$ cat src/rtl/branch_predictor_pkg.sv
`default_nettype none
// ============================================================================
//  Module      : branch_predictor_pkg
//  Description : Shared encodings for the bimodal branch predictor. This
//                package holds the 2-bit saturating counter codes, the table
//                clear value and the state codes of the table-initialisation
//                FSM.
//  Revision    : 1.0 - initial release
// ============================================================================
package branch_predictor_pkg;

    // 2-bit saturating counter encodings. Bit 1 is the predicted direction.
    localparam logic [1:0] BP_SNT   = 2'b00;  // strong not-taken
    localparam logic [1:0] BP_WNT   = 2'b01;  // weak not-taken
    localparam logic [1:0] BP_WT    = 2'b10;  // weak taken
    localparam logic [1:0] BP_ST    = 2'b11;  // strong taken
    localparam logic [1:0] BP_CLEAR = BP_WNT; // value written during init

    // States of the table-initialisation FSM.
    typedef enum logic [0:0] {
        BP_INIT  = 1'b0,
        BP_READY = 1'b1
    } bp_state_t;

endpackage : branch_predictor_pkg
`default_nettype wire

$ cat src/rtl/bp_counter_update.sv
`default_nettype none
// ============================================================================
//  Module      : bp_counter_update
//  Description : Combinational next-state function of a 2-bit saturating
//                counter. The counter steps toward the resolved direction,
//                holding at SNT and ST.
//  Ports       : counter      - current counter value
//                taken        - resolved branch direction
//                next_counter - counter value after one step
//  Revision    : 1.0 - initial release
// ============================================================================
module bp_counter_update
    import branch_predictor_pkg::*;
(
    input  logic [1:0] counter,
    input  logic       taken,
    output logic [1:0] next_counter
);

    always_comb begin
        next_counter = counter;
        if (taken) begin
            if (counter != BP_ST) begin
                next_counter = counter + 2'd1;
            end
        end else begin
            if (counter != BP_SNT) begin
                next_counter = counter - 2'd1;
            end
        end
    end

endmodule : bp_counter_update
`default_nettype wire

$ cat src/rtl/branch_predictor.sv
`default_nettype none
// ============================================================================
//  Module      : branch_predictor
//  Description : Bimodal branch history table of 2-bit saturating counters,
//                indexed by pc[INDEX_BITS+1:2] with no tags. After reset an
//                FSM writes WNT into every entry, one entry per cycle, before
//                predictions go live. Lookup is combinational and
//                read-before-write. Training is one saturating step per
//                resolved branch.
//  Optional    : BRANCH_PREDICTOR_PERF_EN adds branch_count / miss_count.
//  Ports       : clk, reset            - clock, synchronous active-high reset
//                if_pc / predict_taken - fetch lookup and its estimation
//                update_valid/pc/taken - EX-stage training port
//                update_miss           - misprediction flag (perf only)
//                init_busy             - high while the table is cleared
//                branch_count / miss_count (perf build only)
//  Revision    : 1.0 - initial release
// ============================================================================
module branch_predictor
    import branch_predictor_pkg::*;
#(
    parameter int XLEN       = 32,
    parameter int INDEX_BITS = 6
) (
    input  logic            clk,
    input  logic            reset,
    input  logic [XLEN-1:0] if_pc,
    output logic            predict_taken,
    input  logic            update_valid,
    input  logic [XLEN-1:0] update_pc,
    input  logic            update_taken,
    input  logic            update_miss,
`ifdef BRANCH_PREDICTOR_PERF_EN
    output logic [31:0]     branch_count,
    output logic [31:0]     miss_count,
`endif
    output logic            init_busy
);

    localparam int c_ENTRIES = 1 << INDEX_BITS;

    logic [1:0]            r_table [c_ENTRIES];
    bp_state_t             r_state;
    logic [INDEX_BITS-1:0] r_init_idx;

    logic [INDEX_BITS-1:0] w_lookup_idx;
    logic [INDEX_BITS-1:0] w_update_idx;
    logic [1:0]            w_next_counter;
    logic                  w_train;

    assign w_lookup_idx = if_pc[INDEX_BITS+1:2];
    assign w_update_idx = update_pc[INDEX_BITS+1:2];
    assign w_train      = (r_state == BP_READY) && update_valid;

    bp_counter_update u_counter_update (
        .counter      (r_table[w_update_idx]),
        .taken        (update_taken),
        .next_counter (w_next_counter)
    );

    // Init FSM: one entry cleared per cycle; the last clear moves to READY.
    always_ff @(posedge clk) begin
        if (reset) begin
            r_state    <= BP_INIT;
            r_init_idx <= '0;
        end else if (r_state == BP_INIT) begin
            r_init_idx <= r_init_idx + 1'b1;
            if (r_init_idx == {INDEX_BITS{1'b1}}) begin
                r_state <= BP_READY;
            end
        end
    end

    // Table storage has no reset of its own; the init FSM clears it.
    always_ff @(posedge clk) begin
        if (!reset) begin
            if (r_state == BP_INIT) begin
                r_table[r_init_idx] <= BP_CLEAR;
            end else if (update_valid) begin
                r_table[w_update_idx] <= w_next_counter;
            end
        end
    end

    // The table read sees the pre-update value; a same-index update becomes
    // visible on the following cycle.
    assign predict_taken = (r_state == BP_READY) && r_table[w_lookup_idx][1];
    assign init_busy     = (r_state == BP_INIT);

`ifdef BRANCH_PREDICTOR_PERF_EN
    logic [31:0] r_branch_count;
    logic [31:0] r_miss_count;

    // INIT is entered only through reset, so reset also covers the
    // clear-on-INIT-entry behaviour.
    always_ff @(posedge clk) begin
        if (reset) begin
            r_branch_count <= '0;
            r_miss_count   <= '0;
        end else if (w_train) begin
            r_branch_count <= r_branch_count + 32'd1;
            if (update_miss) begin
                r_miss_count <= r_miss_count + 32'd1;
            end
        end
    end

    assign branch_count = r_branch_count;
    assign miss_count   = r_miss_count;

    logic w_unused_bits;
    assign w_unused_bits = ^{if_pc[XLEN-1:INDEX_BITS+2], if_pc[1:0],
                             update_pc[XLEN-1:INDEX_BITS+2], update_pc[1:0]};
`else
    // Upper PC bits alias by design; update_miss only feeds the perf counters.
    logic w_unused_bits;
    assign w_unused_bits = ^{if_pc[XLEN-1:INDEX_BITS+2], if_pc[1:0],
                             update_pc[XLEN-1:INDEX_BITS+2], update_pc[1:0],
                             update_miss, w_train};
`endif

endmodule : branch_predictor
`default_nettype wire
$ cat config.mk
export PLATFORM = sky130hd
export DESIGN_NAME = branch_predictor
export DESIGN_NICKNAME = d
export VERILOG_FILES = /design/src/rtl/branch_predictor_pkg.sv /design/src/rtl/bp_counter_update.sv /design/src/rtl/branch_predictor.sv
export SDC_FILE = /design/constraint.sdc
export NUM_CORES = 1
export LEC_CHECK = 0
export CAP_MARGIN = 25
export CORE_ASPECT_RATIO = 0.5
export CORE_MARGIN = 2
export CORE_UTILIZATION = 30
export CTS_CLUSTER_SIZE = 40
export DETAILED_ROUTE_END_ITERATION = 16
export PLACE_DENSITY = 0.55
export SLEW_MARGIN = 20
export SYNTH_ARGS = -nofsm -noshare
export SYNTH_HDL_FRONTEND = slang
export SYNTH_SLANG_ARGS = --single-unit
$ cat constraint.sdc
create_clock -name clk -period 12.3 [get_ports clk]
set_clock_uncertainty 0.2 [all_clocks]
set_input_delay 2.46 -clock clk [delete_from_list [all_inputs] [get_ports clk]]
set_output_delay 2.46 -clock clk [all_outputs]
set_load 0.02 [all_outputs]
Yosys cells after proc, flatten, opt, wreduce, memory -nomap -nowiden
Memories as Yosys holds them, arrays and structs flattened.
Cells that the tools add are included.

storage, ports and cells
  register bits after elaboration = 7
  input port bits = 69
  output and inout bits = 2
  RAM bits = 128
  logic and storage cells = 27
  memories = 1

memories
  memory   words  bits a word  rd ports  clocked after Yosys merged registers in  write ports  RTL line                text
  r_table  64     2            2         0                                        1            branch_predictor.sv:42  logic [1:0] r_table [c_ENTRIES];

operators by class
  equality and inequality tests = 2
  multiplexer cells = 15
  reductions and logical operators = 3
  bitwise operators = 1
  $add $sub $neg = 3

operators by type and width
  operator                                                             number
  1-bit two-way mux                                                    10
  2-bit two-way mux                                                    4
  6-bit by 1-bit adder with 6-bit output (second input constant)       1
  6-bit == test (second input constant)                                1
  6-bit two-way mux                                                    1
  2-bit by 1-bit adder with 2-bit output (second input constant)       1
  2-bit inequality test (second input constant)                        1
  2-bit nonzero test                                                   1
  2-bit OR reduction                                                   1
  2-bit by 1-bit subtractor with 2-bit output (second input constant)  1
  1-bit logical AND                                                    1
  1-bit NOT                                                            1

Logic depth before layout (Yosys ltp)
  depth in word-level cells = 6
  mapped depth = 9
  gate-level depth less buffers = 6

Cells and area by module
Synthesis repeated with hierarchy kept, for this count alone.

unflattened totals
  cell total of the unflattened synthesis = 418
  area, all modules = 6366.1 um2

by module, submodules not included
  module             seq. area each (um2)  cells each  area an instance (um2)  times used
  branch_predictor   3983.8                415         6339.8                  1
  bp_counter_update  0.0                   3           26.3                    1

Worst setup path before layout
Ideal clock, no wire load.

  path kind = in2reg
  start = input port update_pc[2]
  end = memory r_table[0][0] (data pin)
  data required time = 11398 ps
  cell stages on the path = 8
  arrival time = 6557 ps
  setup slack = 4842 ps
  library setup time = 702 ps
  buffers on the path = 2
  path through = buf_4 buf_6 mux4_2 a22oi_1 a311oi_1 a211oi_1 a21oi_1 o21ai_0

between the ends
  longest elaborated chain between the ends = 5
  elaborated cells between the ends (all ways) = 9
  those cells by class = add/sub: 2; eq/ne: 1; mux: 4; reduce/logical: 1; memory: 1

ends and longest elaborated chain
  item                                                                 RTL line                                          text
  start: declaration                                                   branch_predictor.sv:30                            input logic [XLEN-1:0] update_pc,
  memory read 64 x 2 bit *                                             -
  2-bit by 1-bit subtractor with 2-bit output (tied with other cells)  bp_counter_update.sv:28                           next_counter = counter - 2'd1;
  2-bit two-way mux (on tied branches)                                 bp_counter_update.sv:27, bp_counter_update.sv:23
  2-bit two-way mux *                                                  bp_counter_update.sv:22                           if (taken) begin
  2-bit two-way mux (no line) *                                        -
  end: declaration                                                     branch_predictor.sv:42

Mark *: on every way between the ends. The rest lies on a longest branch, timed or not.

Final worst setup path
  start = input port if_pc[3]
  end = output port predict_taken

between the ends
  longest elaborated chain between the ends = 2

ends and longest elaborated chain
  item                    RTL line                text
  start: declaration      branch_predictor.sv:27  input logic [XLEN-1:0] if_pc,
  memory read 64 x 2 bit  -
  1-bit logical AND       branch_predictor.sv:87  assign predict_taken = (r_state == BP_READY) && r_table[w_lookup_idx][1];
  end: declaration        branch_predictor.sv:28  output logic predict_taken,

No other way between the ends.

==> run_results.csv <==
group,metric,value,unit
synthesis,synth_area_leaders,"edfxtp_1 (61%), mux4_2 (18%), nor2_1 (5.0%)",
floorplanning,dieArea,0.0223,sq mm
cts,cts_buffers,17,
grt,gr-usage-met2,0.238,
cts,clkSinkCount,135,
synthesis,syn_inst,416,
grt,grt_antenna_before_repair,0,
timing,fin_crit,8.44,ns
worst_setup_path,rrSetupSlack,8.96,ns
cts,cts_setup_buffers,0,
cells_and_area,fin_util,0.357,
synthesis,yosys_warnings,0,
grt,met1_usage,0.188,
floorplanning,die_h,107,microns
floorplanning,initial_core_util,0.307,
worst_setup_path,rr_startpoint,"r_state",
timing,finalSetupViolCount,0,
synthesis,ys_seq_area_frac,0.629,
synthesis,avgSynthCellArea,15.2,sq um
synthesis,synth_edf_count,128,
min_path,min_from,"r_init_idx[5]",
worst_setup_path,worstPathArrival,5.78,ns
placement,dp_hpwl,9800,microns
detailed_routing,drt_iter0_drc,356,
power,power_density,144,mW/mm^2
cts,clock_latency,0.42,ns
cts,cts_tree,"yes",
grt,overflow,0,
job,cap_violations,0,
detailed_routing,vias,3791,
timing,hold_viol,0,
floorplanning,core,0.0206,sq mm
run_status,status,"finished, final reports clean",
synthesis,synth_area_leader_cell,"edfxtp_1",
cells_and_area,fin_nets,505,
detailed_routing,drc,0,
timing,clock.fmax,0.118,GHz
synthesis,synth.distinct_cells,42,
synthesis,ys.flop_type,"edfxtp_1",
placement,portBuffers,17,
grt,track_usage,0.145,
power,finalPower,0.00106,W
worst_setup_path,endpoint_kind,"output port",
timing,fin_crit_sh,0.686,
placement,gp_congestion,0.779,
worst_setup_path,startpoint,"if_pc[3]",
grt,globalRoute.busiestLayer,"met2",
cells_and_area,area_growth_syn_to_layout,16.3,%
timing,worst_slew_margin_rel,0.328,
worst_setup_path,cp.required,9.64,ns
cts,clock-root-buffer,"clkbuf_16",
detailed_routing,viasPerCell,5.26,
cts,htreeDepth,4,
synthesis,ys_ff_latch,135,
cells_and_area,drive_gt1_frac,0.217,
worst_setup_path,startpoint_type,"input pin",
power,max-vdd-ir-drop,0.0945,mV
synthesis,mappedNetlistNets,486,
grt,grt_pass1_wl,23400,microns
cts,path_clk_slew,0.06,ns
cts,cts_resized,0,
grt,grt_start_max_net_pins,65,
cells_and_area,diodes,0,
detailed_routing,drt_first_pass_iters,6,
cts,cts_max_path_buffers,2,
power,cellLeakagePower,2.44,nW
timing,slew_viol_final,0,
synthesis,synth_area,0.00633,sq mm
detailed_routing,wl_per_cell,21.3,microns
floorplanning,ios,71,
synthesis,ys_async_sr_fraction,0,
timing,rsz0062_at_grt,"no",
grt,grt_pass1_vias,3903,
timing,tns,0,ns
worst_setup_path,crit_path_max_fanout,16,
timing,tightest_slew,1.00,ns
floorplanning,rows,37,
cts,cts_hold_repair.buffers,0,
synthesis,synth_top_area_share,0.607,
worst_setup_path,path_class,"input pin to output port",
min_path,worstHoldPathType,"flop to flop",
detailed_routing,drtAntennaViolNets,0,
grt,met3_usage,0.0343,
floorplanning,die_w,209,microns
detailed_routing,drt-total-wl,15400,microns
-- path summary, 6_finish.rpt --
check / endpoint / cells past startpoint
hold / removal: r_init_idx[5] / 2
setup reg to reg: r_table[8][1] / 5
setup / recovery: predict_taken / 6
hold reg to reg: r_init_idx[5] / 2
-- synth_stat cells, drive strengths merged (3+ instances only) --
| library cell | number |
|---|---|
| o31ai | 4 |
| xor2 | 3 |
| clkbuf | 10 |
| nor3 | 6 |
| mux4 | 51 |
| dfxtp | 7 |
| edfxtp | 128 |
| a31o | 3 |
| inv | 7 |
| nand2 | 25 |
| nor2b | 3 |
| nand2b | 9 |
| nor2 | 85 |
| a2111oi | 4 |
| o21ai | 7 |
| o22ai | 6 |
| a21oi | 3 |
| buf | 13 |
| o21a | 3 |
| nand3 | 9 |
| mux2i | 7 |
| or3 | 3 |
-- placed cells by master (no fill, tap or decap), types with 4 or more instances in the layout --
cell / Yosys / routed
nand2_1: 25 / 25
o22ai_1: 6 / 6
nand2b_1: 9 / 9
dfxtp_1: 7 / 7
clkdlybuf4s50_1: 0 / 15
o31ai_1: 4 / 4
o21ai_0: 6 / 5
inv_6: 0 / 5
nor3_1: 6 / 6
a2111oi_0: 4 / 4
inv_8: 0 / 5
mux4_2: 51 / 51
inv_1: 7 / 7
mux2i_1: 7 / 7
edfxtp_1: 128 / 128
clkbuf_16: 0 / 17
nor2_1: 85 / 84
nand3_1: 9 / 9
buf_4: 3 / 6
-- stage by stage --
stage               area, sq um  hold WS [ns]  setup WS (ns)  std cells
floorplan                  6330         0.283           4.84        416
global placement           6770         0.338           3.83        689
detailed placement         6770         0.351           3.88        689
CTS                        7360         0.362           3.87        721
global route               7360         0.381           3.80        721
finish                     7360         0.368           3.86        721
-- power by group --
group	internal [W]	leakage, nW	switching (W)
logic	0.0000248	0.749	0.0000330
registers	0.000497	1.41	0.00000213
clock network	0.000288	0.282	0.000218
-- flip-flops by register name, summed over array words and instances (netlist names) --
name        count
r_table       128
r_init_idx      6
r_state         1
-- per-layer routing --
| metal | share of wire | routed length [microns] |
|---|---|---|
| met1 | 0.44 | 6690 |
| met2 | 0.48 | 7430 |
| met3 | 0.055 | 843 |
| met4 | 0.026 | 393 |
| met5 | 0 | 0 |
-- cell families after synthesis --
group / after synthesis / share of synthesized area
flip-flops: 135 / 0.629
adder cells (fa/ha/maj): 2 / 0.00356
buffers and inverters: 30 / 0.0231
AO/OA/AOI/OAI: 41 / 0.0467
multiplexers: 59 / 0.194
XOR/XNOR: 4 / 0.00554
AND/OR/NAND/NOR: 145 / 0.0973
-- critical path: stages --
cell and delay [ns]:
clkdlybuf4s50_1 1.12, mux4_2 0.44, mux4_2 0.53, mux4_2 0.49, and2_1 0.19, clkdlybuf4s50_1 0.53
-- cell type report --
class | instances | area (sq um)
Timing Repair Buffer | 23 | 205
Clock inverter | 14 | 154
Tap cell | 273 | 342
Sequential cell | 135 | 3980
Clock buffer | 18 | 429
Inverter | 7 | 26.3
Fill cell | 1948 | 13200
Multi-Input combinational cell | 251 | 2220
No activity file was read; power rests on OpenSTA's default activity.
